`src/rtl/dmem_arbiter.sv`:
```
// Round-robin arbiter sharing one data memory between the CPU port (0) and the debug/loader port (1).
// Registered memory-side signals and a registered one-cycle response per requester.
module dmem_arbiter #(
    parameter int unsigned MAX_BURST = 4
) (
    input  logic        clk,
    input  logic        reset,
    input  logic        req0_valid,
    input  logic        req1_valid,
    output logic        req0_ready,
    output logic        req1_ready,
    input  logic [31:0] req0_addr,
    input  logic [31:0] req1_addr,
    input  logic [31:0] req0_wdata,
    input  logic [31:0] req1_wdata,
    input  logic [3:0]  req0_we,
    input  logic [3:0]  req1_we,
    input  logic        req0_lock,
    input  logic        req1_lock,
    output logic        rsp0_valid,
    output logic        rsp1_valid,
    output logic [31:0] rsp0_rdata,
    output logic [31:0] rsp1_rdata,
    output logic        mem_en,
    output logic [31:0] mem_addr,
    output logic [31:0] mem_wdata,
    output logic [3:0]  mem_we,
    input  logic [31:0] mem_rdata
);

    localparam logic [3:0] BURST_MAX = 4'(MAX_BURST);

    logic        last_grant;
    logic [3:0]  burst_cnt;
    logic        owner;

    logic        both_valid;
    logic        lock_last;
    logic        keep_last;
    logic        grant_any;
    logic        grant_sel;
    logic [31:0] rsp_word;

    always_comb begin
        both_valid = req0_valid & req1_valid;
        lock_last  = last_grant ? req1_lock : req0_lock;
        keep_last  = lock_last && (burst_cnt < BURST_MAX);
        // ready is gated by reset so nothing is accepted while the block is held in reset
        grant_any  = reset & (req0_valid | req1_valid);
        if (both_valid) begin
            grant_sel = keep_last ? last_grant : ~last_grant;
        end else begin
            grant_sel = req1_valid;
        end
    end

    assign req0_ready = grant_any & ~grant_sel;
    assign req1_ready = grant_any & grant_sel;

    always_ff @(posedge clk or negedge reset) begin
        if (!reset) begin
            last_grant <= 1'b1;
            burst_cnt  <= 4'd0;
        end else if (grant_any) begin
            last_grant <= grant_sel;
            if (grant_sel == last_grant) begin
                burst_cnt <= (burst_cnt >= BURST_MAX) ? BURST_MAX : burst_cnt + 4'd1;
            end else begin
                burst_cnt <= 4'd1;
            end
        end else begin
            burst_cnt <= 4'd0;
        end
    end

    always_ff @(posedge clk or negedge reset) begin
        if (!reset) begin
            mem_en    <= 1'b0;
            mem_addr  <= 32'd0;
            mem_wdata <= 32'd0;
            mem_we    <= 4'd0;
            owner     <= 1'b0;
        end else begin
            mem_en <= grant_any;
            if (grant_any) begin
                mem_addr  <= grant_sel ? req1_addr  : req0_addr;
                mem_wdata <= grant_sel ? req1_wdata : req0_wdata;
                mem_we    <= grant_sel ? req1_we    : req0_we;
                owner     <= grant_sel;
            end else begin
                mem_we <= 4'd0;
            end
        end
    end

    // Writes acknowledge with zero data; reads return the word dmem presents this cycle.
    assign rsp_word = (mem_we == 4'd0) ? mem_rdata : 32'd0;

    always_ff @(posedge clk or negedge reset) begin
        if (!reset) begin
            rsp0_valid <= 1'b0;
            rsp1_valid <= 1'b0;
            rsp0_rdata <= 32'd0;
            rsp1_rdata <= 32'd0;
        end else begin
            rsp0_valid <= mem_en & ~owner;
            rsp1_valid <= mem_en & owner;
            if (mem_en && !owner) begin
                rsp0_rdata <= rsp_word;
            end
            if (mem_en && owner) begin
                rsp1_rdata <= rsp_word;
            end
        end
    end

endmodule

```
`config.mk`:
```
export PLATFORM = sky130hd
export DESIGN_NAME = dmem_arbiter
export DESIGN_NICKNAME = d
export VERILOG_FILES = /design/src/rtl/dmem_arbiter.sv
export SDC_FILE = /design/constraint.sdc
export NUM_CORES = 1
export LEC_CHECK = 0
export ABC_AREA = 1
export CAP_MARGIN = 0
export CORE_AREA = 10 10 155 157
export DETAILED_ROUTE_END_ITERATION = 6
export DIE_AREA = 0 0 165 167
export PLACE_DENSITY_LB_ADDON = 0.25
export SLEW_MARGIN = 10
export SYNTH_ARGS = -nofsm -noshare
export SYNTH_HDL_FRONTEND = slang
export SYNTH_SLANG_ARGS = --single-unit
export TNS_END_PERCENT = 100
```
`constraint.sdc`:
```
create_clock -name clk -period 1.6 [get_ports clk]
set_input_delay 0.32 -clock clk [delete_from_list [all_inputs] [get_ports clk]]
set_output_delay 0.32 -clock clk [all_outputs]
set_load 0.01 [all_outputs]
```
==> metrics.md, run 1 <==
| Metric | Value |
|---|---|
| Top_reg_cell synth | dfrtp_1 |
| Placer congestion estimate | 0.7801 |
| Clk_lat worst skew | 0.42 ns |
| Critical path fanouts, max | 3 |
| Remaining Overflow, GRT | 0 |
| Reg2reg path depth | 8 |
| Die Height | 167 um |
| Number of max-cap violations | 0 |
| Number of synthesized register bits | 141 |
| Startpoint types | register |
| I/O Buffers | 310 |
| YS warnings | 0 |
| Nets@finish | 1175 |
| Maximum vdd drop | 0.6614 mV |
| Leak pwr | 5.488 nW |
| Clk buf depth | 2 |
| Iteration count of the initial detailed-routing pass | 5 |
| Worst R2R End | mem_wdata[12] |
| P per Cell Area | 1121 nW/um^2 |
| Hold Worst Slack | 0.2148 ns |
| Clock tree root buffer cell | clkbuf_16 |
| Worst min-delay path class | in -> async |
| Die width | 165 um |
| R2R Setup Slk | -0.17 ns |
| Area after DPL | 9729 um^2 |
| Sw frac | 0.3177 |
| Area Growth Syn to Fin | 68.86% |
| # setup viols final | 68 |
| Commonest cells post-synth | nand2_1, dfrtp_1, nand3_1 |
| Period Utilization, post-route | 1.157 |
| CTS Sinks | 141 |
| Fillers | 2017 |
| Post-Syn Nets | 853 |
| Sum Neg Setup Slack | -5.379 ns |
| Clock power share | 0.333 |
| Placed Instances | 1244 |
| Post-Syn Area | 6340 um^2 |
| Switching pwr | 3.813 mW |
| DP Worst Slack | -0.5470 ns |
| Boundary Pins | 311 |
| # DRC | 0 |
| Final WS setup | -0.2515 ns |
| Data arrival, critical path | 1.53 ns |
| Total GRT Usage | 0.1686 |
| Endpoint type of the worst setup path | output port |
| Seq/Total Area, Yosys | 0.5567 |
| Sequential Power Share | 0.385 |
| Critical R2R Launch | last_grant |
| Hpwl dp | 16.88 mm |
| Comb pwr share | 0.282 |
| Adder-Cell Fraction of Synth Area | 0.001974 |
| Drt total wl | 24.88 mm |
| Row count | 53 |
| Post-route cell area | 10710 um^2 |
| Cell variety after synth | 24 |
| Worst relative slew slack | 0.3603 |
| Reg clk slew, reported paths | 0.07 ns |
| Failing checks | setup timing |
| Unrepaired setup endpoints after global routing | true |
| Post-synth EDFFs | 0 |
| CTS tree | yes |
| Final Non-Filler Cells | 1288 |
| Area leader, netlist | dfrtp_1 |
| Largest family of logic cells by synthesized area | simple AND/OR/NAND/NOR gates |
| Initial Utilization | 0.3045 |
| Post-synthesis mux area share | 0.05684 |
| Critical path class | reg -> out |
| Wire per inst | 19.32 um |
| Power Total | 12.00 mW |
| Share of cells above drive strength 1 | 0.2004 |
| Initial antenna violation count | 0 |
| Die area | 27560 um^2 |
| Status | complete, but fails checks |
| Final core utilization | 0.5141 |
| Top-count cell post-synth | nand2_1 |
| Cells after Synth | 678 |
| Vias in the first global route | 6091 |
| Compound-gate portion of the synthesized area | 0.003355 |
| Synth Area in XOR/XNOR | 0 |
| Hold buffers post-CTS | 0 |
| N_diodes | 0 |
| Ys async rst share | 1.000 |
| Avg Synthesized Cell Area | 9.351 um^2 |
| Int Pwr | 8.190 mW |
| DR iter-0 viols | 306 |
| Fmax | 0.5401 GHz |
| Largest net degree at the start of global routing | 76 |
| Synth Area in Simple Gates | 0.3126 |
| Fin crit period | 1.852 ns |
| Fin. max-slew vios | 0 |
| Clock skew | 0.01144 ns |
| Core Box Area | 20820 um^2 |
| Detail Route Antenna Nets | 0 |
| Total CTS buffers | 17 |
| Endpoints failing hold | 0 |
| Worst-Margin Slew | 0.9596 ns |
| Total number of vias | 5919 |
| Global-route wire length before repair | 36.04 mm |
| Data required, critical path | 1.28 ns |
| Top cells by area, synth | dfrtp_1, nand2_1, nand3_1 |
| H-Tree Depth | 4 |
| Top cell type's share of synthesized area | 0.5526 |
| DR vias/cell | 4.595 |
## power groups by stage
stage	logic [mW]	clock network (mW)	registers (mW)
after floorplan	1.05	0	5.00
after global placement	3.71	0	4.68
after detailed placement	3.72	0	4.69
after CTS	3.31	4.10	4.62
after global routing	3.69	4.25	4.71
final	3.39	4.00	4.62
## registers in the layout (all words and copies together) (netlist names)
signal,flops
rsp0_valid,1
rsp1_rdata,32
rsp0_rdata,32
mem_addr,32
owner,1
mem_we,4
rsp1_valid,1
mem_wdata,32
last_grant,1
mem_en,1
burst_cnt,4
## critical path, cell delays in order (launching register included)
cell and delay [ns]:
dfstp_2 0.54, inv_1 0.05, nand2_1 0.07, nand3_2 0.09
nand2_4 0.13, nand2_4 0.06, inv_4 0.07, buf_6 0.10
## metal layers
layer,GRT usage,wire [um],up-vias
met1,0.1908,9553,2840
li1,-,-,2815
met4,0.04931,346,0
met3,0.08407,2865,21
met5,0,0,-
met2,0.2725,12120,243
## cell usage in the layout (no fill, tap or decap), drive strengths merged, types with 2 or more instances in the layout
cell type / count
dfrtp: 140
nand2: 248
nor2: 39
buf: 30
nand3: 133
clkdlybuf4s50: 172
dlygate4sd2: 135
inv: 48
clkinv: 4
o21ai: 2
mux2: 32
clkbuf: 23
## final cells by class
type	count	area, um^2	area share
sequential	141	3530	0.3297
timing repair buffer	343	3447	0.3220
multi-input combinational	457	2640	0.2466
clock buffer	18	439.2	0.04102
tap	275	344.1	0.03214
inverter	40	158.9	0.01484
clock inverter	14	146.4	0.01367
## worst max-delay path by stage
stage / from / endpoint / depth (start not counted)
floorplan: last_grant / req0_ready / 7
global placement: req0_valid / req0_ready / 6
detailed placement: req0_valid / req0_ready / 6
CTS: burst_cnt[2] / req0_ready / 8
global route: burst_cnt[3] / req0_ready / 8
finish: last_grant / req0_ready / 7
## cells by family (layout without fill, tap and decap cells)
logic type | after synthesis | in the layout
buf+inv | 80 | 415
other cells | 1 | 1
compound gates | 2 | 2
fa+ha+maj | 1 | 1
mux | 32 | 32
simple gates | 421 | 421
flops | 141 | 141
## timing repair
item / 4_1_cts / 5_1_grt
setup buffers: 3 / 1
resized for setup: 156 / 74
setup endpoints to repair: 203 / 72
gates cloned: 3 / 6
pin swaps: 2 / 5
(Power assumes the default switching activity.)
==> run 2, diff against run 1 <==
--- a/config.mk
+++ b/config.mk
@@ -10,6 +10,7 @@
 export CORE_AREA = 10 10 155 157
 export DETAILED_ROUTE_END_ITERATION = 6
 export DIE_AREA = 0 0 165 167
+export GPL_ROUTABILITY_DRIVEN = 0
 export PLACE_DENSITY_LB_ADDON = 0.25
 export SLEW_MARGIN = 10
 export SYNTH_ARGS = -nofsm -noshare
==> results of run 2 <==
The final DEF is identical to that of run 1; final timing and power are the same.
